`config.mk`:
```
export PLATFORM = sky130hd
export DESIGN_NAME = lens_param_ctrl_flat
export DESIGN_NICKNAME = d
export VERILOG_FILES = /design/src/rtl/lens_param_if.sv /design/src/rtl/lens_param_ctrl.sv /design/src/flat_wrapper.sv
export SDC_FILE = /design/constraint.sdc
export NUM_CORES = 1
export LEC_CHECK = 0
export CAP_MARGIN = 5
export CORE_ASPECT_RATIO = 2
export CORE_MARGIN = 3
export CORE_UTILIZATION = 55
export CTS_BUF_LIST = sky130_fd_sc_hd__clkbuf_8
export DETAILED_ROUTE_END_ITERATION = 8
export GPL_ROUTABILITY_DRIVEN = 0
export PLACE_DENSITY = 0.79
export SYNTH_ARGS = -nofsm -noshare
export SYNTH_HDL_FRONTEND = slang
export SYNTH_SLANG_ARGS = --single-unit
```
`constraint.sdc`:
```
create_clock -name clk -period 25.1 [get_ports clk]
set_clock_uncertainty 0.05 [all_clocks]
set_input_delay 3.765 -clock clk [delete_from_list [all_inputs] [get_ports clk]]
set_output_delay 3.765 -clock clk [all_outputs]
set_load 0.01 [all_outputs]
```
`src/rtl/lens_param_if.sv`:
```
// Control/status bundle between the button front end, the lens parameter
// controller and the lens-filter image reader.
interface lens_param_if #(
   parameter int MAX_LENS = 8
);
   logic                         frame_start;
   logic                         sw0_edit_mode;
   logic [1:0]                   param_sel;
   logic                         btn_up;
   logic                         btn_down;
   logic                         btn_left;
   logic                         btn_right;
   logic                         btn_place;
   logic                         btn_undo;
   logic                         btn_clear;

   logic [8:0]                   current_center_x;
   logic [7:0]                   current_center_y;
   logic [7:0]                   current_R;
   logic [7:0]                   current_K;
   logic                         preview_enable;
   logic [2:0]                   lens_count;
   logic [MAX_LENS-1:0][8:0]     lens_center_x;
   logic [MAX_LENS-1:0][7:0]     lens_center_y;
   logic [MAX_LENS-1:0][7:0]     lens_R;
   logic [MAX_LENS-1:0][7:0]     lens_K;
   logic                         full;
   logic                         busy;

   modport master (
      output frame_start, sw0_edit_mode, param_sel,
             btn_up, btn_down, btn_left, btn_right, btn_place, btn_undo, btn_clear,
      input  current_center_x, current_center_y, current_R, current_K,
             preview_enable, lens_count, lens_center_x, lens_center_y, lens_R, lens_K,
             full, busy
   );

   modport slave (
      input  frame_start, sw0_edit_mode, param_sel,
             btn_up, btn_down, btn_left, btn_right, btn_place, btn_undo, btn_clear,
      output current_center_x, current_center_y, current_R, current_K,
             preview_enable, lens_count, lens_center_x, lens_center_y, lens_R, lens_K,
             full, busy
   );
endinterface

```
`src/rtl/lens_param_ctrl.sv`:
```
// Lens parameter controller: button edits on a working lens set, stored lens
// table, and a frame-synchronous copy to the published set seen by the reader.
//
// state  | meaning
// VIEW   | buttons ignored, preview off
// EDIT   | buttons edit working lens / table, preview on
// COMMIT | one cycle: store working lens at entry[count], count+1
// CLEAR  | MAX_LENS cycles: zero entry[idx] per cycle, then count=0
module lens_param_ctrl #(
   parameter int IMG_WIDTH     = 320,
   parameter int IMG_HEIGHT    = 240,
   parameter int MAX_LENS      = 8,
   parameter int STEP_XY       = 4,
   parameter int R_MIN         = 8,
   parameter int R_MAX         = 120,
   parameter int R_DEFAULT     = 40,
   parameter int R_STEP        = 4,
   parameter int K_MIN         = 8,
   parameter int K_MAX         = 255,
   parameter int K_DEFAULT     = 64,
   parameter int K_STEP        = 8,
   parameter int REPEAT_FRAMES = 6
) (
   input logic        clk,
   input logic        reset,
   lens_param_if.slave bus
);
   localparam int CW = $clog2(MAX_LENS);
   localparam int RW = $clog2(REPEAT_FRAMES) + 1;
   localparam logic [CW-1:0] CNT_FULL = CW'(MAX_LENS - 1);
   localparam logic [RW-1:0] REP_LOAD = RW'(REPEAT_FRAMES - 1);
   localparam logic signed [9:0] ZERO  = 10'sd0;
   localparam logic signed [9:0] X_MAX = 10'(IMG_WIDTH - 1);
   localparam logic signed [9:0] Y_MAX = 10'(IMG_HEIGHT - 1);
   localparam logic signed [9:0] R_LO  = 10'(R_MIN);
   localparam logic signed [9:0] R_HI  = 10'(R_MAX);
   localparam logic signed [9:0] K_LO  = 10'(K_MIN);
   localparam logic signed [9:0] K_HI  = 10'(K_MAX);
   localparam logic signed [9:0] S_XY  = 10'(STEP_XY);
   localparam logic signed [9:0] S_R   = 10'(R_STEP);
   localparam logic signed [9:0] S_K   = 10'(K_STEP);

   typedef enum logic [1:0] {VIEW, EDIT, COMMIT, CLEAR} state_t;

   function automatic logic [9:0] clamp(input logic signed [9:0] v,
                                        input logic signed [9:0] lo,
                                        input logic signed [9:0] hi);
      if (v < lo) return lo;
      if (v > hi) return hi;
      return v;
   endfunction

   state_t                   state;
   logic [8:0]               w_x;
   logic [7:0]               w_y, w_r, w_k;
   logic                     w_pv;
   logic [CW-1:0]            w_cnt, idx, cnt_m1;
   logic [MAX_LENS-1:0][8:0] t_x;
   logic [MAX_LENS-1:0][7:0] t_y, t_r, t_k;
   logic                     pend;

   logic [8:0]               p_x;
   logic [7:0]               p_y, p_r, p_k;
   logic                     p_pv;
   logic [CW-1:0]            p_cnt;
   logic [MAX_LENS-1:0][8:0] p_tx;
   logic [MAX_LENS-1:0][7:0] p_ty, p_tr, p_tk;

   // bit order: up, down, left, right, undo, place, clear
   logic [6:0]    btn, btn_q, rise;
   logic [RW-1:0] rep_cnt [4];
   logic [3:0]    dir;
   logic signed [9:0] d_h, d_v, d_r, d_k;

   assign btn    = {bus.btn_clear, bus.btn_place, bus.btn_undo, bus.btn_right,
                    bus.btn_left, bus.btn_down, bus.btn_up};
   assign rise   = btn & ~btn_q;
   assign cnt_m1 = w_cnt - 1'b1;

   // Auto-repeat: reload while released, fire when the held count reaches zero.
   always_ff @(posedge clk or posedge reset) begin
      if (reset) begin
         for (int i = 0; i < 4; i++) rep_cnt[i] <= REP_LOAD;
      end else begin
         for (int i = 0; i < 4; i++) begin
            if (!btn[i])
               rep_cnt[i] <= REP_LOAD;
            else if (bus.frame_start)
               rep_cnt[i] <= (rep_cnt[i] == '0) ? REP_LOAD : rep_cnt[i] - 1'b1;
         end
      end
   end

   always_comb begin
      dir = '0;
      for (int i = 0; i < 4; i++)
         dir[i] = rise[i] | (btn[i] & bus.frame_start & (rep_cnt[i] == '0));
      d_h = (dir[3] ? S_XY : ZERO) - (dir[2] ? S_XY : ZERO);
      d_v = (dir[1] ? S_XY : ZERO) - (dir[0] ? S_XY : ZERO);
      d_r = (dir[0] ? S_R  : ZERO) - (dir[1] ? S_R  : ZERO);
      d_k = (dir[0] ? S_K  : ZERO) - (dir[1] ? S_K  : ZERO);
   end

   always_ff @(posedge clk or posedge reset) begin
      if (reset) begin
         state <= VIEW;
         btn_q <= '0;
         w_x   <= 9'(IMG_WIDTH / 2);
         w_y   <= 8'(IMG_HEIGHT / 2);
         w_r   <= 8'(R_DEFAULT);
         w_k   <= 8'(K_DEFAULT);
         w_pv  <= 1'b0;
         w_cnt <= '0;
         idx   <= '0;
         t_x   <= '0;
         t_y   <= '0;
         t_r   <= '0;
         t_k   <= '0;
         pend  <= 1'b0;
         p_x   <= 9'(IMG_WIDTH / 2);
         p_y   <= 8'(IMG_HEIGHT / 2);
         p_r   <= 8'(R_DEFAULT);
         p_k   <= 8'(K_DEFAULT);
         p_pv  <= 1'b0;
         p_cnt <= '0;
         p_tx  <= '0;
         p_ty  <= '0;
         p_tr  <= '0;
         p_tk  <= '0;
      end else begin
         btn_q <= btn;

         // The table is being wiped during CLEAR; hold the publish until it is done.
         if (state != CLEAR && (bus.frame_start || pend)) begin
            p_x   <= w_x;
            p_y   <= w_y;
            p_r   <= w_r;
            p_k   <= w_k;
            p_pv  <= w_pv;
            p_cnt <= w_cnt;
            p_tx  <= t_x;
            p_ty  <= t_y;
            p_tr  <= t_r;
            p_tk  <= t_k;
            pend  <= 1'b0;
         end else if (state == CLEAR && bus.frame_start) begin
            pend <= 1'b1;
         end

         case (state)
            VIEW: begin
               w_pv <= 1'b0;
               if (bus.sw0_edit_mode) state <= EDIT;
            end
            EDIT: begin
               w_pv <= 1'b1;
               if (!bus.sw0_edit_mode) begin
                  state <= VIEW;
               end else if (rise[6]) begin
                  state <= CLEAR;
                  idx   <= '0;
               end else if (rise[5]) begin
                  if (w_cnt != CNT_FULL) state <= COMMIT;
               end else if (rise[4]) begin
                  if (w_cnt != '0) begin
                     t_x[cnt_m1] <= '0;
                     t_y[cnt_m1] <= '0;
                     t_r[cnt_m1] <= '0;
                     t_k[cnt_m1] <= '0;
                     w_cnt       <= cnt_m1;
                  end
               end else begin
                  case (bus.param_sel)
                     2'b01:   w_r <= 8'(clamp($signed({2'b00, w_r}) + d_r, R_LO, R_HI));
                     2'b10:   w_k <= 8'(clamp($signed({2'b00, w_k}) + d_k, K_LO, K_HI));
                     default: begin
                        w_x <= 9'(clamp($signed({1'b0, w_x}) + d_h, ZERO, X_MAX));
                        w_y <= 8'(clamp($signed({2'b00, w_y}) + d_v, ZERO, Y_MAX));
                     end
                  endcase
               end
            end
            COMMIT: begin
               t_x[w_cnt] <= w_x;
               t_y[w_cnt] <= w_y;
               t_r[w_cnt] <= w_r;
               t_k[w_cnt] <= w_k;
               w_cnt      <= w_cnt + 1'b1;
               state      <= bus.sw0_edit_mode ? EDIT : VIEW;
            end
            CLEAR: begin
               t_x[idx] <= '0;
               t_y[idx] <= '0;
               t_r[idx] <= '0;
               t_k[idx] <= '0;
               if (idx == CNT_FULL) begin
                  w_cnt <= '0;
                  state <= bus.sw0_edit_mode ? EDIT : VIEW;
               end else begin
                  idx <= idx + 1'b1;
               end
            end
            default: state <= VIEW;
         endcase
      end
   end

   assign bus.current_center_x = p_x;
   assign bus.current_center_y = p_y;
   assign bus.current_R        = p_r;
   assign bus.current_K        = p_k;
   assign bus.preview_enable   = p_pv;
   assign bus.lens_count       = 3'(p_cnt);
   assign bus.lens_center_x    = p_tx;
   assign bus.lens_center_y    = p_ty;
   assign bus.lens_R           = p_tr;
   assign bus.lens_K           = p_tk;
   assign bus.full             = (w_cnt == CNT_FULL);
   assign bus.busy             = (state == COMMIT) || (state == CLEAR);
endmodule

```
`src/flat_wrapper.sv`:
```
// flat-port wrapper written by rule: the top's interface ports become plain ports
module lens_param_ctrl_flat 
#(
   parameter int IMG_WIDTH     = 320,
   parameter int IMG_HEIGHT    = 240,
   parameter int MAX_LENS      = 8,
   parameter int STEP_XY       = 4,
   parameter int R_MIN         = 8,
   parameter int R_MAX         = 120,
   parameter int R_DEFAULT     = 40,
   parameter int R_STEP        = 4,
   parameter int K_MIN         = 8,
   parameter int K_MAX         = 255,
   parameter int K_DEFAULT     = 64,
   parameter int K_STEP        = 8,
   parameter int REPEAT_FRAMES = 6
)
  (clk, reset, bus_frame_start, bus_sw0_edit_mode, bus_param_sel, bus_btn_up, bus_btn_down, bus_btn_left, bus_btn_right, bus_btn_place, bus_btn_undo, bus_btn_clear, bus_current_center_x, bus_current_center_y, bus_current_R, bus_current_K, bus_preview_enable, bus_lens_count, bus_lens_center_x, bus_lens_center_y, bus_lens_R, bus_lens_K, bus_full, bus_busy);
  lens_param_if #(.MAX_LENS(MAX_LENS)) bus_i ();
  input logic clk;
  input logic reset;
  input wire logic [$bits(bus_i.frame_start)-1:0] bus_frame_start;
  input wire logic [$bits(bus_i.sw0_edit_mode)-1:0] bus_sw0_edit_mode;
  input wire logic [$bits(bus_i.param_sel)-1:0] bus_param_sel;
  input wire logic [$bits(bus_i.btn_up)-1:0] bus_btn_up;
  input wire logic [$bits(bus_i.btn_down)-1:0] bus_btn_down;
  input wire logic [$bits(bus_i.btn_left)-1:0] bus_btn_left;
  input wire logic [$bits(bus_i.btn_right)-1:0] bus_btn_right;
  input wire logic [$bits(bus_i.btn_place)-1:0] bus_btn_place;
  input wire logic [$bits(bus_i.btn_undo)-1:0] bus_btn_undo;
  input wire logic [$bits(bus_i.btn_clear)-1:0] bus_btn_clear;
  output wire logic [$bits(bus_i.current_center_x)-1:0] bus_current_center_x;
  output wire logic [$bits(bus_i.current_center_y)-1:0] bus_current_center_y;
  output wire logic [$bits(bus_i.current_R)-1:0] bus_current_R;
  output wire logic [$bits(bus_i.current_K)-1:0] bus_current_K;
  output wire logic [$bits(bus_i.preview_enable)-1:0] bus_preview_enable;
  output wire logic [$bits(bus_i.lens_count)-1:0] bus_lens_count;
  output wire logic [$bits(bus_i.lens_center_x)-1:0] bus_lens_center_x;
  output wire logic [$bits(bus_i.lens_center_y)-1:0] bus_lens_center_y;
  output wire logic [$bits(bus_i.lens_R)-1:0] bus_lens_R;
  output wire logic [$bits(bus_i.lens_K)-1:0] bus_lens_K;
  output wire logic [$bits(bus_i.full)-1:0] bus_full;
  output wire logic [$bits(bus_i.busy)-1:0] bus_busy;
  assign bus_i.frame_start = bus_frame_start;
  assign bus_i.sw0_edit_mode = bus_sw0_edit_mode;
  assign bus_i.param_sel = bus_param_sel;
  assign bus_i.btn_up = bus_btn_up;
  assign bus_i.btn_down = bus_btn_down;
  assign bus_i.btn_left = bus_btn_left;
  assign bus_i.btn_right = bus_btn_right;
  assign bus_i.btn_place = bus_btn_place;
  assign bus_i.btn_undo = bus_btn_undo;
  assign bus_i.btn_clear = bus_btn_clear;
  assign bus_current_center_x = bus_i.current_center_x;
  assign bus_current_center_y = bus_i.current_center_y;
  assign bus_current_R = bus_i.current_R;
  assign bus_current_K = bus_i.current_K;
  assign bus_preview_enable = bus_i.preview_enable;
  assign bus_lens_count = bus_i.lens_count;
  assign bus_lens_center_x = bus_i.lens_center_x;
  assign bus_lens_center_y = bus_i.lens_center_y;
  assign bus_lens_R = bus_i.lens_R;
  assign bus_lens_K = bus_i.lens_K;
  assign bus_full = bus_i.full;
  assign bus_busy = bus_i.busy;
  lens_param_ctrl #(.IMG_WIDTH(IMG_WIDTH), .IMG_HEIGHT(IMG_HEIGHT), .MAX_LENS(MAX_LENS), .STEP_XY(STEP_XY), .R_MIN(R_MIN), .R_MAX(R_MAX), .R_DEFAULT(R_DEFAULT), .R_STEP(R_STEP), .K_MIN(K_MIN), .K_MAX(K_MAX), .K_DEFAULT(K_DEFAULT), .K_STEP(K_STEP), .REPEAT_FRAMES(REPEAT_FRAMES)) u_core (.clk(clk), .reset(reset), .bus(bus_i));
endmodule
```
; ---- After elaboration in Yosys (flattened, before gate mapping)
; Index checks and enable logic that the tools add are counted.
[totals]
ff_bits = 631
input_bits = 13
output_inout_bits = 303
word_cells = 348
[op_classes]
n_addsub = 15
n_lt_le_gt_ge = 14
eq_ne = 24
mux = 156
bitwise_logic = 30
n_reduce_logical = 25
[ops]
columns = cell, n
row1 = $mux W64, 15
row2 = $pmux W64 S3, 3
row3 = $and A64 B64 Y64, 6
row4 = $mux W72, 5
row5 = $pmux W72 S3, 1
row6 = $bwmux W64, 3
row7 = $and A72 B72 Y72, 2
row8 = $not A72 Y72, 2
row9 = $not A64 Y64, 2
row10 = $mux W8, 15
row11 = $demux W9 S3, 3
row12 = $bwmux W72, 1
row13 = $demux W8 S3, 3
row14 = $mux W1, 63
row15 = $mux W9, 7
row16 = $mux W4, 14
row17 = $mux W3, 13
row18 = $add A9 B10 Y10, 3
row19 = $sub A10 B10 Y10, 3
row20 = $reduce_and A6 Y1, 4
row21 = $gt A10 B9 Y1 const B, 2
row22 = $lt A10 B1 Y1 const B, 2
row23 = $lt A10 B5 Y1 const B, 2
row24 = $ne A2 B2 Y1 const B, 10
row25 = other kinds (34), 80

; ---- Logic depth before layout (Yosys ltp)
; Gate-level depths: netlist of the first run.
[depth]
word_depth = 23
ltp_mapped = 16
mapped_depth_nobuf = 16

; ---- Least setup slack after synthesis of the first run
; No wires, ideal clock.
[synth_timing]
kind = input-to-reg
startpoint = in bus_frame_start
endpoint = reg u_core.w_k[2]
setup_time_ns = 0.094
arrival_time_ns = 6.971
t_required_ns = 24.956
slack_ns = 17.985
cell_stages = 14
path_buffers = 2
path_cell_list = clkbuf_1 -> clkbuf_1 -> nand2_1 -> nand2_1 -> and2_1 -> inv_1 -> fa_1 -> ha_1 -> and3_1 -> a221oi_1 -> a2bb2oi_1 -> xnor2_1 -> o21ai_0 -> a211oi_1
[synth_via]
elab_chain_len = 17
elab_cells_between_ends = 30
classes_between = add/sub (2) / order compare (2) / mux (20) / bitwise (6)
[synth_lines]
columns = element, line
row1 = from (decl), flat_wrapper.sv:22  ; input wire logic [$bits(bus_i.frame_start)-1:0] bus_frame_start;
row2 = $and A1 B1 Y1 (2 in series), lens_param_ctrl.sv:97  ; dir[i] = rise[i] | (btn[i] & bus.frame_start & (rep_cnt[i] == '0));
row3 = $or A1 B1 Y1, lens_param_ctrl.sv:97
row4 = $mux W4, lens_param_ctrl.sv:101  ; d_k = (dir[0] ? S_K : ZERO) - (dir[1] ? S_K : ZERO);
row5 = $sub A10 B10 Y10 *, lens_param_ctrl.sv:101
row6 = $add A9 B10 Y10 *, lens_param_ctrl.sv:175  ; 2'b10: w_k <= 8'(clamp($signed({2'b00, w_k}) + d_k, K_LO, K_HI));
row7 = $gt A10 B9 Y1, lens_param_ctrl.sv:49  ; if (v > hi) return hi;
row8 = $mux W1 (2 in series), lens_param_ctrl.sv:49
row9 = $mux W1, lens_param_ctrl.sv:173  ; case (bus.param_sel)
row10 = $mux W1, lens_param_ctrl.sv:164  ; end else if (rise[4]) begin
row11 = $mux W1, lens_param_ctrl.sv:162  ; end else if (rise[5]) begin
row12 = $mux W1, lens_param_ctrl.sv:159  ; end else if (rise[6]) begin
row13 = $mux W1, lens_param_ctrl.sv:157  ; if (!bus.sw0_edit_mode) begin
row14 = $mux W1, lens_param_ctrl.sv:150  ; case (state)
row15 = $mux W8, lens_param_ctrl.sv:50  ; return v;
row16 = $mux W8 *, lens_param_ctrl.sv:49
row17 = to (signal assigned), lens_param_ctrl.sv:111  ; w_k <= 8'(K_DEFAULT);
row18 = to (signal assigned), lens_param_ctrl.sv:175
row19 = to (decl), lens_param_ctrl.sv:55  ; logic [7:0] w_y, w_r, w_k;
; Mark *: on every way between the ends. The rest lies on a longest branch, timed or not. The select of a mux whose other input is x is not followed.
; A chain may end at the register's enable or synchronous reset.

==> results of run 1 <==
layout make-up:
class / instances / area, um^2
Antenna cell: 2 / 5.00
Timing Repair Buffer: 336 / 3320
Sequential cell: 621 / 15600
Clock buffer: 103 / 1420
Fill cell: 3202 / 14300
Inverter: 54 / 210
Multi-Input combinational cell: 1184 / 8670
Tap cell: 555 / 694
Clock inverter: 48 / 307
cells in the mapped netlist (7+ instances only):
master     number  area (um^2)
o211ai_1       10         75.1
and2_1         23          144
nand2_1       226          848
o21a_1          7         52.6
xnor2_1         8         70.1
dfstp_2        26          683
nand3_1        15         75.1
and3_1         11         68.8
dfrtp_1       595        14900
a211oi_1        8         60.1
clkbuf_1       73          274
buf_2          27          135
o21ai_0       202         1010
mux2_2        268         3020
nand2b_1       12         75.1
nor3_1         16         80.1
nor2b_1        20          125
o21ai_1         8         40.0
o2bb2ai_1      12          105
a21oi_1        30          150
inv_1          52          195
ha_1           45          563
xor2_1          8         70.1
a22o_1         96          841
nor2_1         53          199
tightest hold or removal path: cells and delay by family (launching register included):
kind / cells / cell delay (ns)
compound gates: 1 / 0.06
flops: 1 / 0.34
simple gates: 1 / 0.04
logic make-up (layout without fill, tap and decap cells):
logic type	Yosys count	after routing	share of synthesized area
xor gates and xnor gates	16	16	0.00564
and+or+nand+nor	418	418	0.0780
buffers and inverters	165	541	0.0272
AOI/OAI and AO/OA	425	425	0.112
other	1	4	0.000151
muxes	273	273	0.124
adders and majority gates	50	50	0.0267
DFF	621	621	0.627
state kept, by name (all words and copies together), names as in the netlist, 7 cells and up:
register,cells
u_core.bus.lens_center_x,72
u_core.t_x,72
u_core.bus.lens_K,64
u_core.bus.lens_R,64
u_core.bus.lens_center_y,64
u_core.t_k,64
u_core.t_r,64
u_core.t_y,64
u_core.rep_cnt,16
u_core.bus.current_center_x,8
u_core.w_x,8
u_core.btn_q,7
u_core.bus.current_K,7
u_core.bus.current_center_y,7
u_core.w_k,7
u_core.w_y,7
through the flow:
stage | setup slack, ns | utilization | area (um^2)
global route | 16.93 | 0.679 | 30200
detailed placement | 16.66 | 0.640 | 28500
finish | 17.49 | 0.679 | 30200
floorplan | 3.94 | - | 24800
global placement | 16.83 | 0.640 | 28500
CTS | 17.38 | 0.679 | 30200
layout by cell type (no fill, tap or decap), types with 15 or more instances in the layout:
cell type / netlist / final
nand2_1: 226 / 226
nor2b_1: 20 / 20
inv_1: 52 / 81
nor2_1: 53 / 51
o21ai_0: 202 / 202
a22o_1: 96 / 96
dfrtp_1: 595 / 595
mux2_2: 268 / 268
clkbuf_8: 0 / 103
a21oi_1: 30 / 30
nand3_1: 15 / 15
buf_4: 6 / 22
ha_1: 45 / 45
and2_1: 23 / 23
clkdlybuf4s50_1: 0 / 313
dfstp_2: 26 / 26
nor3_1: 16 / 16
metal layers:
layer | share of wire | wire length (um) | global-route usage
met4 | 0.061 | 4160 | 0.158
met2 | 0.52 | 35700 | 0.503
met3 | 0.054 | 3710 | 0.0566
met5 | 0 | 0 | 0
met1 | 0.36 | 24700 | 0.329
how the worst min path moves through the flow:
stage               depth (start not counted)            from  slack [ns]             end
floorplan                                   2   u_core.t_k[0]        0.40   u_core.t_k[0]
global placement                            2  u_core.t_x[67]        0.41  u_core.t_x[67]
detailed placement                          2  u_core.t_y[59]        0.42  u_core.t_y[59]
CTS                                         2  u_core.t_x[57]        0.43  u_core.t_x[57]
global route                                2   u_core.t_x[5]        0.45   u_core.t_x[5]
finish                                      2  u_core.t_x[57]        0.42  u_core.t_x[57]
power by group through the flow:
stage | Combinational [mW] | Sequential (mW) | Clock (mW)
floorplan | 0.799 | 1.62 | 0
global placement | 1.44 | 1.63 | 0
detailed placement | 1.49 | 1.65 | 0
CTS | 1.50 | 1.63 | 0.797
global route | 1.62 | 1.68 | 0.844
finish | 1.50 | 1.64 | 0.783
==> out/results.ini, run 1 <==
[timing]
fin_crit_sh=0.303
finalMaxSlewViolations=0
period_needed_ns=7.61
tns_ns=0
finalSetupViolCount=0
relSlewSlack=0.196
worst_pin_slew_ns=1.20
rsz0062_at_grt=false
whs_ns=0.422
hold_viol_final=0
fmax_ghz=0.131

[pwr]
p_leak_nw=14.1
power_mw=3.92
ir_worst_vdd_mv=0.0743
power_density_mw_per_mm2=130
pwr-share-seq=0.417
p_clk_frac=0.200
power.internal_mw=2.49
netSwitchingFraction=0.364
p_sw_mw=1.43
pwr-share-comb=0.383

[critical_path]
crit_end=u_core.bus.lens_center_y[13]
endpoint_kind=asynchronous set/reset pin
rr_worst_depth=14
required_ns=25.72
start_kind=primary input
criticalPathCategory=in2async
critPathMostFrequentCell=buf_4
path_depth=6
crit_path_max_fanout=139
critical_path.top_delay_family=buffers and inverters
cp_slowest_cell=buf_4
path_buf_inv=6
rr_startpoint=u_core.rep_cnt[5]
r2r-end=u_core.w_x[4]
cp.arrival_ns=8.24
r2r_slack_ns=20.69
worstPathCellList=clkdlybuf4s50_1 -> inv_8 -> buf_4 -> buf_4 -> buf_4 -> buf_4
slowest_delay_ns=0.83
critPathLaunch=reset

[logic_synthesis]
yosys_warnings=0
synth_seq_cells=621
synth_ff_type=dfrtp_1
syn_avg_cell_area_um2=12.6
yosysSeqAreaShare=0.627
netlist_area_mm2=0.0248
synthCells=1969
synth_edf_count=0
ys_types=71
synthArstFlopShare=1.00

[floorplanning]
dieWidth_um=156
start_util=0.559
std_cell_rows=109
ios=316
die_height_um=307
die_area_mm2=0.0479
core_mm2=0.0445

[detailed_routing]
routed_wl_um=68200
ant_nets=0
vias=17300
viasPerCell=5.94
post_drt_wl_per_cell_um=23.5
drc=0
drtIter0Drc=1022
dr.pass1.iters=6

[clock_network]
cts-root-buf=clkbuf_8
cts_setup_buffers=0
cts_buffers=84
postCtsResizedCells=0
hold_buffers=0
clock_latency_ns=0.66
cts_tree=yes
htreeDepth=3
clk_pin_slew_worst_paths_ns=0.06
clock-sinks=621
cts.path.max_buffers=3

[worst_hold_path]
hold_path_class=reg2reg

[grt]
antenna_found_initial=3
grt_usage=0.288
grt_max_degree=156
grt.overflow.total=0
grt_pass1_wl_um=106000
grt_pass1_vias=18500

[cells_and_area]
fin_nets=2344
layout-drive-gt1-share=0.196
areaGrowthSynthToFinish_pct=21.6
instances_no_fill=2903

[placement]
placed_cells=2750
dp_hpwl_um=46000
io_buffers=313

[status]
status=complete, no violations

[flow_run]
cap_violations=0

No activity file was read; power rests on OpenSTA's default activity.
==> run 2, diff against run 1 <==
Clock period 25.1 ns to 7.03 ns, I/O delays scaled along.
==> out/results.ini, run 2 (synthesis gave the netlist of run 1 again) <==
[floorplanning]
core_mm2=0.0445  ; unchanged
start_util=0.559  ; unchanged
die_area_mm2=0.0479  ; unchanged
die_height_um=307  ; unchanged
dieWidth_um=156  ; unchanged
ios=316  ; unchanged
std_cell_rows=109  ; unchanged

[clock_network]
cts.path.max_buffers=3  ; unchanged
cts_buffers=83  ; was 84
hold_buffers=0  ; unchanged
cts_tree=yes  ; unchanged
clk_pin_slew_worst_paths_ns=0.07  ; was 0.06 ns
htreeDepth=3  ; unchanged
cts_setup_buffers=0  ; unchanged
clock_latency_ns=0.64  ; was 0.66 ns
clock-sinks=621  ; unchanged
postCtsResizedCells=0  ; unchanged
cts-root-buf=clkbuf_8  ; unchanged

[cells_and_area]
layout-drive-gt1-share=0.197  ; was 0.196
finalInstanceArea_mm2=0.0303  ; was 0.0302 mm^2
layout_common_cells=595 x dfrtp_1, 313 x clkdlybuf4s50_1, 268 x mux2_2  ; unchanged
areaGrowthSynthToFinish_pct=21.9  ; was 21.6%
fin_nets=2342  ; was 2,344
final_common_cell=dfrtp_1  ; unchanged

[placement]
io_buffers=313  ; unchanged
dp_hpwl_um=45700  ; was 46,000 um
dpl_cell_area_mm2=0.0285  ; about the same

[timing]
finalMaxSlewViolations=0  ; unchanged
hold_viol_final=0  ; unchanged
tns_ns=0  ; unchanged
finalSetupViolCount=0  ; unchanged
worst_pin_slew_ns=1.33  ; was 1.20 ns
relSlewSlack=0.115  ; was 0.196
fmax_ghz=0.214
rsz0062_at_grt=false  ; unchanged
period_needed_ns=4.67
fin_crit_sh=0.665

[detailed_routing]
viasPerCell=5.92  ; was 5.94
dr.pass1.iters=5  ; was 6
drtIter0Drc=1068  ; was 1,022
post_drt_wl_per_cell_um=23.4  ; was 23.5 um
ant_nets=0  ; unchanged
drc=0  ; unchanged
routed_wl_um=68000  ; was 68,200 um
vias=17200  ; was 17,300

[grt]
grt_pass1_wl_um=104000  ; was 106,000 um
grt_pass1_vias=18100  ; was 18,500
grt_max_degree=192  ; was 156
grt_usage=0.283  ; was 0.288
antenna_found_initial=4  ; was 3
grt.overflow.total=0  ; unchanged

[critical_path]
criticalPathCategory=in2reg  ; was in2async
required_ns=7.51  ; was 25.72 ns
crit_path_max_fanout=29  ; was 139
start_kind=primary input  ; unchanged
endpoint_kind=flop  ; was asynchronous set/reset pin
cp.arrival_ns=5.15  ; was 8.24 ns

[pwr]
power_density_mw_per_mm2=465  ; was 130 mW/mm^2
ir_worst_vdd_mv=0.272  ; was 0.0743 mV
power_mw=14.1  ; was 3.92 mW
p_leak_nw=14.1  ; about the same

[worst_hold_path]
hold_path_class=reg2reg  ; unchanged

[status]
status=complete, no violations  ; unchanged

[flow_run]
cap_violations=0  ; unchanged

==> run 2: changes by cell type in the layout (fill, tap and decap cells not counted), moves of 2 or more <==
| cell | before | now |
|---|---|---|
| buf_12 | 1 | 5 |
| buf_4 | 22 | 17 |
| inv_6 | 3 | 1 |
| clkinvlp_4 | 2 | 4 |
| clkbuf_8 | 103 | 105 |
==> run 2: area by class of cell <==
cell class                 instances  area (um^2)
multi-input combinational       1184         8670
inverter                          54          206
clock buffer                     105         1450
sequential                       621        15600
antenna                            3         7.51
tap                              555          694
fill                            3205        14200
clock inverter                    48          314
timing repair buffer             335         3360
==> run 2: critical path, cell delays in order <==
cell and delay, ns:
clkdlybuf4s50_1 0.46, buf_4 0.33, nand2b_1 0.12, o21ai_0 0.17, nand2_1 0.17, fa_1 0.57
ha_1 0.36, or2_1 0.27, a2111oi_0 0.54, a211oi_1 0.18, or4_1 0.44, and3_4 0.21
a221oi_1 0.27
==> run 2: layer usage <==
metal	up-vias	wire length [um]	track usage
li1	7565	-	-
met1	8739	25100	0.327
met2	713	35600	0.499
met3	182	3790	0.0513
met4	0	3460	0.141
met5	-	0	0
==> run 2: power by group <==
part	switching, mW	leakage [nW]	total, mW	internal, mW
sequential	0.967	8.07	5.83	4.86
combinational	2.80	5.04	5.41	2.62
clock	1.36	1.01	2.83	1.47
total	5.12	14.1	14.1	8.94
==> run 2: final timing paths <==
check                                   from                            to  slack (ns)  cells past startpoint
min in group asynchronous              reset  u_core.bus.lens_center_x[69]        0.94                      2
hold reg to reg               u_core.t_x[54]                u_core.t_x[54]        0.42                      2
setup reg to reg           u_core.rep_cnt[9]                 u_core.w_k[2]        2.60                     15
max in group asynchronous              reset         u_core.bus.lens_R[27]        4.43                      3
hold / removal                u_core.t_x[54]                u_core.t_x[54]        0.42                      2
setup / recovery             bus_frame_start                 u_core.w_y[3]        2.36                     13
==> run 2: metrics by stage <==
stage               setup WS, ns  utilization  cells  hold WS, ns
floorplan                  -2.53            -   1970        0.396
global route                2.15        0.681   2905        0.450
CTS                         2.54        0.681   2902        0.432
global placement            2.19        0.641   2749        0.408
detailed placement          1.89        0.641   2749        0.416
finish                      2.36        0.681   2905        0.424
